[config.mk]
export PLATFORM = sky130hd
export DESIGN_NAME = add_op_pipe_stage_flat
export DESIGN_NICKNAME = d
export VERILOG_FILES = /design/src/rtl/add_op_pipe_pkg.sv /design/src/rtl/AddOp.sv /design/src/rtl/add_op_pipe_stage_if.sv /design/src/rtl/AddOpImplNative.sv /design/src/rtl/add_op_result_fifo.sv /design/src/rtl/add_op_pipe_stage.sv /design/src/flat_wrapper.sv
export SDC_FILE = /design/constraint.sdc
export NUM_CORES = 1
export LEC_CHECK = 0
export CELL_PAD_IN_SITES_DETAIL_PLACEMENT = 0
export CELL_PAD_IN_SITES_GLOBAL_PLACEMENT = 1
export CORE_ASPECT_RATIO = 1.2
export CORE_UTILIZATION = 40
export CTS_CLUSTER_DIAMETER = 100
export DETAILED_ROUTE_END_ITERATION = 10
export GPL_TIMING_DRIVEN = 0
export PLACE_DENSITY_LB_ADDON = 0.08
export SLEW_MARGIN = 20
export SYNTH_ARGS = -nofsm -noshare
export SYNTH_HDL_FRONTEND = slang
export SYNTH_HIERARCHICAL = 1
export SYNTH_SLANG_ARGS = --single-unit
[constraint.sdc]
create_clock -name clk -period 2.5 [get_ports clk]
set_input_delay 0.75 -clock clk [delete_from_list [all_inputs] [get_ports clk]]
set_output_delay 0.75 -clock clk [all_outputs]
set_load 0.005 [all_outputs]
[src/rtl/add_op_pipe_pkg.sv]
// Shared types for the add_op_pipe_stage issue/retire slice.
// Optional flag storage is enabled by ADD_OP_PIPE_FLAGS_EN.
package add_op_pipe_pkg;

  localparam int ADD_OP_WIDTH = 32;
  localparam int ADD_OP_TAG_WIDTH = 4;
  localparam int FIFO_DEPTH = 2;
  localparam int MAX_OCC = 3;

  typedef logic [1:0] occ_t;

  typedef struct packed {
    logic [ADD_OP_WIDTH-1:0] result;
    logic [ADD_OP_TAG_WIDTH-1:0] tag;
`ifdef ADD_OP_PIPE_FLAGS_EN
    logic carry;
    logic overflow;
`endif
  } add_op_entry_t;

  // Carry recovered from operand and result MSBs, no second adder.
  function automatic logic add_carry(
    input logic a,
    input logic b,
    input logic r
  );
    return (a & b) | ((a | b) & ~r);
  endfunction

  function automatic logic add_overflow(
    input logic a,
    input logic b,
    input logic r
  );
    return (a == b) && (r != a);
  endfunction

endpackage

[src/rtl/AddOp.sv]
// AddOp core interface: operands in, wrapped sum out.
// Flag builds (ADD_OP_PIPE_FLAGS_EN) derive flags outside the core.
interface AddOp #(
  parameter int WIDTH = 32
);

  logic [WIDTH-1:0] lhs;
  logic [WIDTH-1:0] rhs;
  logic [WIDTH-1:0] result;

  modport master (
    output lhs,
    output rhs,
    input result
  );

  modport impl (
    input lhs,
    input rhs,
    output result
  );

endinterface

[src/rtl/add_op_pipe_stage_if.sv]
// Valid/ready operand and result channels of add_op_pipe_stage.
// Flag signals exist only with ADD_OP_PIPE_FLAGS_EN.
interface add_op_pipe_stage_if #(
  parameter int OPERAND_WIDTH = 32,
  parameter int TAG_WIDTH = 4
);

  logic in_valid;
  logic in_ready;
  logic [OPERAND_WIDTH-1:0] in_lhs;
  logic [OPERAND_WIDTH-1:0] in_rhs;
  logic [TAG_WIDTH-1:0] in_tag;

  logic out_valid;
  logic out_ready;
  logic [OPERAND_WIDTH-1:0] out_result;
  logic [TAG_WIDTH-1:0] out_tag;
`ifdef ADD_OP_PIPE_FLAGS_EN
  logic out_carry;
  logic out_overflow;
`endif

  modport master (
    output in_valid,
    input in_ready,
    output in_lhs,
    output in_rhs,
    output in_tag,
    input out_valid,
    output out_ready,
    input out_result,
`ifdef ADD_OP_PIPE_FLAGS_EN
    input out_carry,
    input out_overflow,
`endif
    input out_tag
  );

  modport slave (
    input in_valid,
    output in_ready,
    input in_lhs,
    input in_rhs,
    input in_tag,
    output out_valid,
    input out_ready,
    output out_result,
`ifdef ADD_OP_PIPE_FLAGS_EN
    output out_carry,
    output out_overflow,
`endif
    output out_tag
  );

endinterface

[src/rtl/AddOpImplNative.sv]
// Native combinational AddOp implementation.
// Same in all builds, including ADD_OP_PIPE_FLAGS_EN.
module AddOpImplNative (
  AddOp.impl op
);

  assign op.result = op.lhs + op.rhs;

endmodule

[src/rtl/add_op_result_fifo.sv]
// Two-entry result buffer with 1-bit wrapping pointers.
// Entry layout grows with ADD_OP_PIPE_FLAGS_EN via entry_t.
module add_op_result_fifo
  import add_op_pipe_pkg::*;
#(
  parameter type entry_t = add_op_entry_t
) (
  input  logic clk,
  input  logic rst_n,
  input  logic push,
  input  logic pop,
  input  entry_t din,
  output entry_t head,
  output logic [1:0] count
);

  entry_t mem [FIFO_DEPTH];
  logic wr_ptr;
  logic rd_ptr;

  always_ff @(posedge clk or negedge rst_n) begin
    if (!rst_n) begin
      for (int i = 0; i < FIFO_DEPTH; i++) begin
        mem[i] <= '0;
      end
      wr_ptr <= 1'b0;
      rd_ptr <= 1'b0;
      count <= 2'd0;
    end else begin
      if (push) begin
        mem[wr_ptr] <= din;
        wr_ptr <= ~wr_ptr;
      end
      if (pop) begin
        rd_ptr <= ~rd_ptr;
      end
      count <= count + {1'b0, push} - {1'b0, pop};
    end
  end

  assign head = mem[rd_ptr];

endmodule

[src/rtl/add_op_pipe_stage.sv]
// Issue/retire stage: operand register -> AddOp -> 2-entry result FIFO.
// ADD_OP_PIPE_FLAGS_EN adds carry/overflow outputs.
module add_op_pipe_stage
  import add_op_pipe_pkg::*;
#(
  parameter int OPERAND_WIDTH = ADD_OP_WIDTH,
  parameter int TAG_WIDTH = ADD_OP_TAG_WIDTH
) (
  input  logic clk,
  input  logic rst_n,
  add_op_pipe_stage_if.slave io
);

  localparam int MSB = OPERAND_WIDTH - 1;

  typedef struct packed {
    logic [OPERAND_WIDTH-1:0] result;
    logic [TAG_WIDTH-1:0] tag;
`ifdef ADD_OP_PIPE_FLAGS_EN
    logic carry;
    logic overflow;
`endif
  } entry_t;

  logic ready_q;
  logic s1_valid;
  logic [OPERAND_WIDTH-1:0] s1_lhs;
  logic [OPERAND_WIDTH-1:0] s1_rhs;
  logic [TAG_WIDTH-1:0] s1_tag;
  occ_t occ;
  logic [1:0] count;
  logic push_in;
  logic advance;
  logic pop;
  entry_t s1_entry;
  entry_t head;

  AddOp #(.WIDTH(OPERAND_WIDTH)) add_bus ();

  AddOpImplNative u_impl (
    .op(add_bus.impl)
  );

  assign add_bus.lhs = s1_lhs;
  assign add_bus.rhs = s1_rhs;

  assign push_in = io.in_valid && io.in_ready;
  // Advance looks only at the registered count; no out_ready path.
  assign advance = s1_valid && (count < 2'(FIFO_DEPTH));
  assign pop = io.out_valid && io.out_ready;

  assign io.in_ready = ready_q && (occ < 2'(MAX_OCC));

  always_ff @(posedge clk or negedge rst_n) begin
    if (!rst_n) begin
      ready_q <= 1'b0;
      occ <= '0;
    end else begin
      ready_q <= 1'b1;
      occ <= occ + {1'b0, push_in} - {1'b0, pop};
    end
  end

  always_ff @(posedge clk or negedge rst_n) begin
    if (!rst_n) begin
      s1_valid <= 1'b0;
      s1_lhs <= '0;
      s1_rhs <= '0;
      s1_tag <= '0;
    end else begin
      if (push_in) begin
        s1_valid <= 1'b1;
        s1_lhs <= io.in_lhs;
        s1_rhs <= io.in_rhs;
        s1_tag <= io.in_tag;
      end else if (advance) begin
        s1_valid <= 1'b0;
      end
    end
  end

  always_comb begin
    s1_entry = '0;
    s1_entry.result = add_bus.result;
    s1_entry.tag = s1_tag;
`ifdef ADD_OP_PIPE_FLAGS_EN
    s1_entry.carry = add_carry(
      s1_lhs[MSB], s1_rhs[MSB], add_bus.result[MSB]);
    s1_entry.overflow = add_overflow(
      s1_lhs[MSB], s1_rhs[MSB], add_bus.result[MSB]);
`endif
  end

  add_op_result_fifo #(
    .entry_t(entry_t)
  ) u_fifo (
    .clk(clk),
    .rst_n(rst_n),
    .push(advance),
    .pop(pop),
    .din(s1_entry),
    .head(head),
    .count(count)
  );

  assign io.out_valid = (count != 2'd0);
  assign io.out_result = head.result;
  assign io.out_tag = head.tag;
`ifdef ADD_OP_PIPE_FLAGS_EN
  assign io.out_carry = head.carry;
  assign io.out_overflow = head.overflow;
`endif

endmodule

[src/flat_wrapper.sv]
// flat-port wrapper written by rule: the top's interface ports become plain ports
module add_op_pipe_stage_flat import add_op_pipe_pkg::*;
#(
  parameter int OPERAND_WIDTH = ADD_OP_WIDTH,
  parameter int TAG_WIDTH = ADD_OP_TAG_WIDTH
)
  (clk, rst_n, io_in_valid, io_in_ready, io_in_lhs, io_in_rhs, io_in_tag, io_out_valid, io_out_ready, io_out_result, io_out_tag);
  add_op_pipe_stage_if #(.OPERAND_WIDTH(OPERAND_WIDTH), .TAG_WIDTH(TAG_WIDTH)) io_i ();
  input  logic clk;
  input  logic rst_n;
  input wire logic [$bits(io_i.in_valid)-1:0] io_in_valid;
  output wire logic [$bits(io_i.in_ready)-1:0] io_in_ready;
  input wire logic [$bits(io_i.in_lhs)-1:0] io_in_lhs;
  input wire logic [$bits(io_i.in_rhs)-1:0] io_in_rhs;
  input wire logic [$bits(io_i.in_tag)-1:0] io_in_tag;
  output wire logic [$bits(io_i.out_valid)-1:0] io_out_valid;
  input wire logic [$bits(io_i.out_ready)-1:0] io_out_ready;
  output wire logic [$bits(io_i.out_result)-1:0] io_out_result;
  output wire logic [$bits(io_i.out_tag)-1:0] io_out_tag;
  assign io_i.in_valid = io_in_valid;
  assign io_in_ready = io_i.in_ready;
  assign io_i.in_lhs = io_in_lhs;
  assign io_i.in_rhs = io_in_rhs;
  assign io_i.in_tag = io_in_tag;
  assign io_out_valid = io_i.out_valid;
  assign io_i.out_ready = io_out_ready;
  assign io_out_result = io_i.out_result;
  assign io_out_tag = io_i.out_tag;
  add_op_pipe_stage #(.OPERAND_WIDTH(OPERAND_WIDTH), .TAG_WIDTH(TAG_WIDTH)) u_core (.clk(clk), .rst_n(rst_n), .io(io_i));
endmodule
==> results of run 1 <==
==> timing repair <==
item                       CTS  global route
setup endpoints to repair   66            53
pin swaps                   18            12
buffers inserted            16             6
hold buffers                 0             0
resized for setup          108            69
cloned                       0             2
==> sequential cells by signal, summed over array words and instances (netlist names) <==
name / cells
u_core/u_fifo/mem: 72
u_core/add_bus.lhs: 32
u_core/add_bus.rhs: 32
u_core/s1_tag: 4
u_core/occ: 2
u_core/u_fifo/count: 2
u_core/ready_q: 1
u_core/s1_valid: 1
u_core/u_fifo/rd_ptr: 1
u_core/u_fifo/wr_ptr: 1
==> power by group through the flow <==
| stage | Sequential, mW | Combinational [mW] | Clock, mW |
|---|---|---|---|
| final | 4.36 | 11.1 | 2.74 |
| after floorplan | 4.07 | 7.07 | 0 |
| after global placement | 4.22 | 9.67 | 0 |
| after global routing | 4.51 | 12.1 | 2.93 |
| after detailed placement | 4.28 | 9.86 | 0 |
| after CTS | 4.30 | 10.5 | 2.82 |
==> final cells by class <==
cell class	count	area (µm²)	area share (%)
buffer	25	340	3.10
clock buffer	24	492	4.48
clock inverter	8	146	1.33
inverter	14	52.6	0.479
multi-input combinational	450	4640	42.3
sequential	148	3700	33.7
tap	265	332	3.02
timing repair buffer	134	1270	11.6
==> per-layer routing <==
layer	GRT usage, %	share of wire (%)
met1	23.9	45
met2	32.8	51
met5	0	0
met4	5.48	1.0
met3	3.57	2.4
==> metrics by stage <==
step	setup WS [ns]	TNS [ns]
final	-0.193	-1.97
after global placement	-5.05	-752.00
after CTS	-0.195	-2.02
after floorplan	0.00686	0
after detailed placement	-0.409	-6.51
after global routing	-0.277	-3.64
==> cell usage after synthesis (3+ instances only) <==
| library cell | instances |
|---|---|
| dfrtp_1 | 148 |
| and2_1 | 3 |
| a21oi_1 | 28 |
| buf_2 | 4 |
| and4_1 | 5 |
| xnor2_1 | 17 |
| nand2b_1 | 4 |
| nor2b_1 | 4 |
| nor3_1 | 4 |
| o21a_2 | 3 |
| o21bai_1 | 3 |
| o211ai_1 | 5 |
| nor2_1 | 20 |
| nand2_1 | 22 |
| mux2i_1 | 4 |
| mux2_4 | 31 |
| xor2_1 | 12 |
| o21ai_0 | 11 |
| inv_1 | 14 |
| buf_6 | 10 |
| a21o_1 | 14 |
| nand3_1 | 8 |
| o21ai_1 | 3 |
| clkbuf_1 | 5 |
| o21a_1 | 4 |
| a211oi_1 | 6 |
| a211o_1 | 3 |
| ha_1 | 35 |
| mux2_2 | 145 |
| buf_12 | 4 |
| nand4_1 | 5 |
==> worst paths after layout <==
kind	endpoint	slack, ns	cells past startpoint
max	u_core/u_fifo/mem[22]	-0.19	10
min	u_core/add_bus.rhs[8]	0.25	1
max reg2reg	u_core/u_fifo/mem[22]	-0.19	10
min reg2reg	u_core/s1_valid	0.48	2
max in group asynchronous	u_core/add_bus.lhs[1]	1.45	2
min in group clk	u_core/s1_valid	0.48	2
==> worst reg2reg max path, stage by stage, from the launching register on <==
cell and delay, ns:
dfrtp_1 0.40, ha_4 0.18, fa_2 0.33, a21o_1 0.22, a311o_1 0.36, nand4_1 0.12, buf_6 0.15, a211oi_4 0.08
o41ai_2 0.26, xnor2_1 0.18, mux2_2 0.29
==> logic make-up (layout without fill, tap and decap cells) <==
group                    after synthesis  after routing  share of synthesized area (%)
AND/OR/NAND/NOR                       95             95                           6.49
AO/OA/AOI/OAI                        108            108                           9.66
other                                  1              1                         0.0454
XOR/XNOR                              29             29                           3.08
multiplexers                         181            181                           26.0
adder cells (fa/ha/maj)               36             36                           5.55
buffers and inverters                 42            205                           4.27
flip-flops                           148            148                           44.9
==> metrics list, run 1 <==
- Dominant cells by area after synthesis: dfrtp_1, mux2_2, mux2_4
* Wire length of the first global-routing pass: 31400 µm
- During synthesis, Yosys emitted a total of 6 warnings.
* Final Hold Vio Count: 0
- The count of final max-slew check failures came to 0.
* Setup repair after global routing missed its margin: true
- Overall routed net length: 19300 µm
- Summed over all nets, the half-perimeter wirelength after detailed placement is 13900 µm.
- The worst-case IR drop observed on VDD is 607 µV.
* Critical Path, Cell by Cell: ha_4 -> fa_2 -> a21o_1 -> a311o_1 -> nand4_1 -> buf_6 -> a211oi_4 -> o41ai_2 -> xnor2_1 -> mux2_2
- Height of the die: 159 µm
- 110 I/O pins were placed.
- Once the floorplan was initialized, standard cells occupied 40.8% of the core.
* Worst Hold Margin: 0.247 ns
- The clock network is responsible for 15.0% of the overall power.
- Registers are responsible for 23.9% of the overall power.
- Number of maximum-capacitance violations: 0
- Broken down by cell family, the worst path's largest delay share belongs to compound AO/OA/AOI/OAI gates.
- Together, buffers and inverters on the worst path number 1.
* Worst relative slew slack: 66.8%
- The tightest min-delay check is of the primary input to asynchronous set/reset pin type.
- Total leakage power: 4.77 nW
- Yosys mapped a number of flops with a built-in enable equal to 0.
- Per report_power, the combinational group accounts for 61.1% of the total.
- Full die area: 0.0212 mm²
* Number of placed instances with taps included: 1015
- Leaving out filler cells and counting taps, the final layout contains 1068.
* Slowest stage cell on the critical path: dfrtp_1
- Routability-driven placement congestion ratio: 0.793
- Of the post-synthesis cell area, the dominant cell type holds 44.9%.
* Synth-to-Final Area Change: 33.0%
- Final count of negative-setup-slack endpoints: 17
- TritonCTS created 17 clock buffers.
- Based on the critical path, the design can be clocked at up to 0.371 GHz.
- The H-tree generated during clock tree synthesis spans 4 levels.
- For the finished layout, the period the worst path requires is 2.69 ns.
- Via count of the first global-routing pass: 5932
- Type of the worst setup path: register to register
- For this run, design rule violations remaining after detail routing come to 0.
* Critical path arrival: 2.99 ns
* Placed Instance Area: 0.00973 mm²
- Clock tree root driver cell: clkbuf_16
- Most area-hungry cell type in the Yosys netlist: dfrtp_1
- Buffers placed on the I/O ports in this run total 109.
- For this run, the register share of the synthesized area comes to 44.9%.
- Avg Cell Area, Syn: 12.9 µm²
* Max Buffers Root-to-Sink: 2
- After global routing the overflow that remains totals 0.
* Post-layout total power: 18.2 mW
- Reg clk slew, reported paths: 0.06 ns
* TritonCTS clock tree: yes
- Clock tree synthesis found a total of 148 sinks.
* Post-layout worst setup margin: -0.193 ns
- Leaving out fill and tap cells, the most frequent cell in the layout is dfrtp_1.
- Final Cycle Share: 108%
- Pin count of the biggest net entering global routing: 95
- Die X: 133 µm
- Synth Net Count: 748
- Internal power: 11.3 mW
* Status: finished with violations
* Leading cell types in the layout, fill and taps excluded: dfrtp_1, mux2_2, clkdlybuf4s50_1
- Cells with a size suffix above 1 make up 41.7% of the layout.
- After synthesis, the share of flip-flops with an asynchronous set or reset is 100%.
* Top FF cell, synth: dfrtp_1
* Beginning of the critical path: u_core/add_bus.lhs[0]
- Clock latency on the worst-skew pair: 0.42 ns
- After filler insertion, the fill cell instance count of the layout stands at 1716.
* Number of violations reported at the end of detailed-routing iteration 0: 203
* Number of standard-cell rows in the floorplan: 57
- Antenna Cells: 0
* Switching power of the nets: 6.96 mW
- STA classifies the critical path startpoint as a register.
- Type of destination of the critical path: register
- Gate count after technology mapping: 640
- Net Sw Frac: 38.2%
* Crit-path max FO: 4
- Post-layout utilization of the core: 54.2%
- Using the TritonRoute via totals, the vias-per-cell ratio works out to 5.22.
* All-layer global routing usage: 18.9%
- In this run the power density over the cells is 1660 mW/mm².
- In this design, the stage delay of the slowest critical-path cell is 0.40 ns.
- Via count: 5579
* Measured slew at the worst slew-check pin: 0.496 ns
* Final routed wire length divided by cell count: 18.1 µm
* Area of the mapped netlist: 0.00825 mm²
- The core region is 0.0203 mm².
- Number of optimization iterations in the first detailed-route pass: 4
* Violated checks: setup timing
* Register bit total from synthesis: 148
- Counting distinct cell types in the post-synthesis netlist gives 77.
- Cell area after layout: 0.0110 mm²
- For this run, the post-layout net count is 898.
- Setup Skew: 0.00672 ns
* Data required time of the critical path: 2.79 ns
- The number of antenna violations at the first check in global routing came to 0.
- Antenna-violating nets left: 0
- The worst register-to-register path begins at u_core/add_bus.lhs[0].
Note: power is estimated with default switching activity, not from simulation.
==> inputs of run 2 (changes only) <==
Settings changed: ABC_CLOCK_PERIOD_IN_PS from default to 2500, CAP_MARGIN from default to 10, CELL_PAD_IN_SITES_DETAIL_PLACEMENT 0 to 1, CELL_PAD_IN_SITES_GLOBAL_PLACEMENT 1 to 2, CORE_UTILIZATION 40 to 35.
==> run 2 against run 1 <==
The run still ends with setup timing left. Maximum frequency fell by 3.1%. Largest power group unchanged. Power rose by 0.63%. Sequential power barely moved. Die area rose by 14%. Setup slack got worse by 0.087 ns. Highest routed layer unchanged. First-iteration DRC count fell by 23%. Non-clock buffer count rose by 5.
==> metrics list, run 2 (same netlist as run 1, synthesis figures left out) <==
- Status: finished with violations
- The final reports fail on setup timing.
* Most frequent standard cell in the layout excluding fill and tap cells: dfrtp_1
* Max Buffers Root-to-Sink: 2
- The worst setup path is launched from a register.
- Antenna-violating nets left: 0
- At the end of routability-driven placement, the weighted congestion stood at 0.764.
- Antenna Cells: 0
- Reg clk slew, reported paths: 0.07 ns
* Share of final-layout standard cells stronger than drive strength 1: 44.2%
- Maximum vdd ir drop: 638 µV
- Once layout is done, the placed cells without fillers occupy 0.0110 mm².
- In this run the standard cell core region covers 0.0231 mm².
- Worst Hold Class: primary input to asynchronous set/reset pin
- Net Sw Frac: 40.0%
- The worst register-to-register path begins at u_core/add_bus.rhs[0].
- The number of global-route vias before repair was 6199.
* Max-slew violation total from the final report: 0
- Setup repair after global routing could not meet its margin everywhere.
- DRC Markers: 0
* Internal power: 11.0 mW
* Height of the die: 170 µm
- Capturing point of the worst reg2reg path: u_core/u_fifo/mem[68]
- DR vias/cell: 5.04
- Final routed wire length divided by cell count: 18.9 µm
- Buffers added on ports: 109
- STA puts the critical path data required time at 2.86 ns.
- Worst relative slew slack: 61.3%
- The HPWL after detailed placement is 15300 µm.
- Top-Level Pins: 110
- Total leakage power: 4.77 nW
- Synth-to-Final Area Change: 33.6%
- Clock sink count: 148
- The setup check on the worst reg-to-reg path leaves a slack of -0.28 ns.
- Overall routed net length: 21200 µm
- Power spread over the standard cell area amounts to 1660 mW/mm².
- FILL cells: 2353
- Die X: 142 µm
- Total negative slack for setup checks: -3.67 ns
* Type of destination of the critical path: register
- Setup Skew: 0.0144 ns
- Final Cycle Share: 111%
* Placed Instance Area: 0.00979 mm²
- After clock tree synthesis, the flow added hold-fix buffers numbering 0.
* Time the final worst path needs with I/O delays and setup: 2.78 ns
* Part of the power in combinational logic: 62.4%
* Total congestion overflow after global routing: 0
- Number of standard-cell rows in the floorplan: 61
* Flip-flop count of the largest register, all copies and words added: 72
- Number of violations reported at the end of detailed-routing iteration 0: 157
- Fin cells: 1123
- Full die area: 0.0242 mm²
- Initial antenna violation count: 0
- The register with the most flip-flops in the final layout is u_core/u_fifo/mem.
* Share of power burned in the clock network: 13.8%
* Final Hold Vio Count: 0
- The first global-routing pass estimated 33600 µm of wire.
* Leading cell types in the layout, fill and taps excluded: dfrtp_1, mux2_2, clkdlybuf4s50_1
- At the end of the flow, the number of nets in the layout was 903.
- Critical path arrival: 3.14 ns
- Power share of the sequential group: 23.8%
- In the global route stage, overall resource usage came out at 18.1%.
* Crit-path max FO: 3
- Max Freq: 0.360 GHz
* Post-layout total power: 18.3 mW
- Buffers inserted during clock tree synthesis total 17.
- For the worst flop-to-flop path, the logic depth is 10.
- TritonCTS clock tree: yes
- Cells fill 47.7% of the core in the end.
* Final count of negative-setup-slack endpoints: 21
* Maximum level of the CTS H-tree: 4
- For this run, the detailed router's first-pass iteration total came to 6.
- Measured slew at the worst slew-check pin: 0.580 ns
- The later pin in the worst-skew pair is clocked with a latency of 0.43 ns.
* Number of placed instances with taps included: 1065
- In this run the clock root is driven by a clkbuf_16.
- Post-layout worst setup margin: -0.280 ns
- The analysis attributes to net switching a power of 7.33 mW.
* Initial standard-cell utilization of the core: 35.7%
* Via count: 5663
- Type of the worst setup path: register to register
- Number of maximum-capacitance violations: 0
* Pin count of the biggest net entering global routing: 89
==> run 2: per-layer routing <==
layer | share of wire [%] | GRT usage [%] | up-vias
li1 | - | - | 2665
met4 | 1.1 | 4.53 | 0
met3 | 2.6 | 3.18 | 16
met1 | 44 | 22.4 | 2892
met2 | 53 | 32.4 | 90
met5 | 0 | 0 | -
==> run 2: repair_timing <==
action / 4_1_cts / 5_1_grt
gates resized for setup: 116 / 95
setup buffers: 15 / 14
gates cloned: 2 / 1
endpoints found under the setup margin: 70 / 64
pin swaps: 18 / 14
==> run 2: worst max-delay path: stages, from the launching register on <==
cell	delay (ns)
dfrtp_1	0.39
ha_2	0.21
fa_2	0.34
a21o_1	0.20
a311o_1	0.40
nand4_1	0.21
buf_4	0.18
a211oi_2	0.10
o2111a_1	0.28
nor3_2	0.22
mux2_4	0.18
==> run 2: worst max path at each step <==
| stage | start | endpoint | slack, ns | cells after the start |
|---|---|---|---|---|
| after detailed placement | u_core/add_bus.rhs[0] | u_core/u_fifo/mem[70] | -0.47 | 9 |
| after global routing | u_core/add_bus.rhs[0] | u_core/u_fifo/mem[22] | -0.39 | 9 |
| after CTS | u_core/add_bus.rhs[0] | u_core/u_fifo/mem[22] | -0.34 | 9 |
| after global placement | rst_n | u_core/add_bus.lhs[27] | -5.11 | 1 |
| after floorplan | u_core/add_bus.lhs[0] | u_core/u_fifo/mem[34] | 0.007 | 9 |
| final | u_core/add_bus.rhs[0] | u_core/u_fifo/mem[68] | -0.28 | 10 |
==> run 2: area by class of cell <==
class	instances	area, µm²	area share, %
multi-input combinational	450	4640	42.1
sequential	148	3710	33.6
timing repair buffer	139	1330	12.0
clock buffer	17	425	3.86
tap	315	394	3.57
buffer	25	324	2.94
clock inverter	15	156	1.42
inverter	14	52.6	0.477
==> run 2: metrics by stage <==
stage / hold WS [ns] / worst slack, ns
after floorplan: 0.441 / 0.00686
after global placement: 0.460 / -5.11
after detailed placement: 0.458 / -0.472
after CTS: 0.257 / -0.335
after global routing: 0.273 / -0.394
final: 0.254 / -0.280
==> run 2: power groups by stage <==
stage          logic [mW]  registers (mW)  clock network, mW
3_5_place_dp         10.0            4.31                  0
4_1_cts              10.8            4.32               2.62
2_1_floorplan        7.07            4.07                  0
3_3_place_gp         9.75            4.23                  0
6_report             11.4            4.37               2.54
5_1_grt              12.4            4.53               2.74
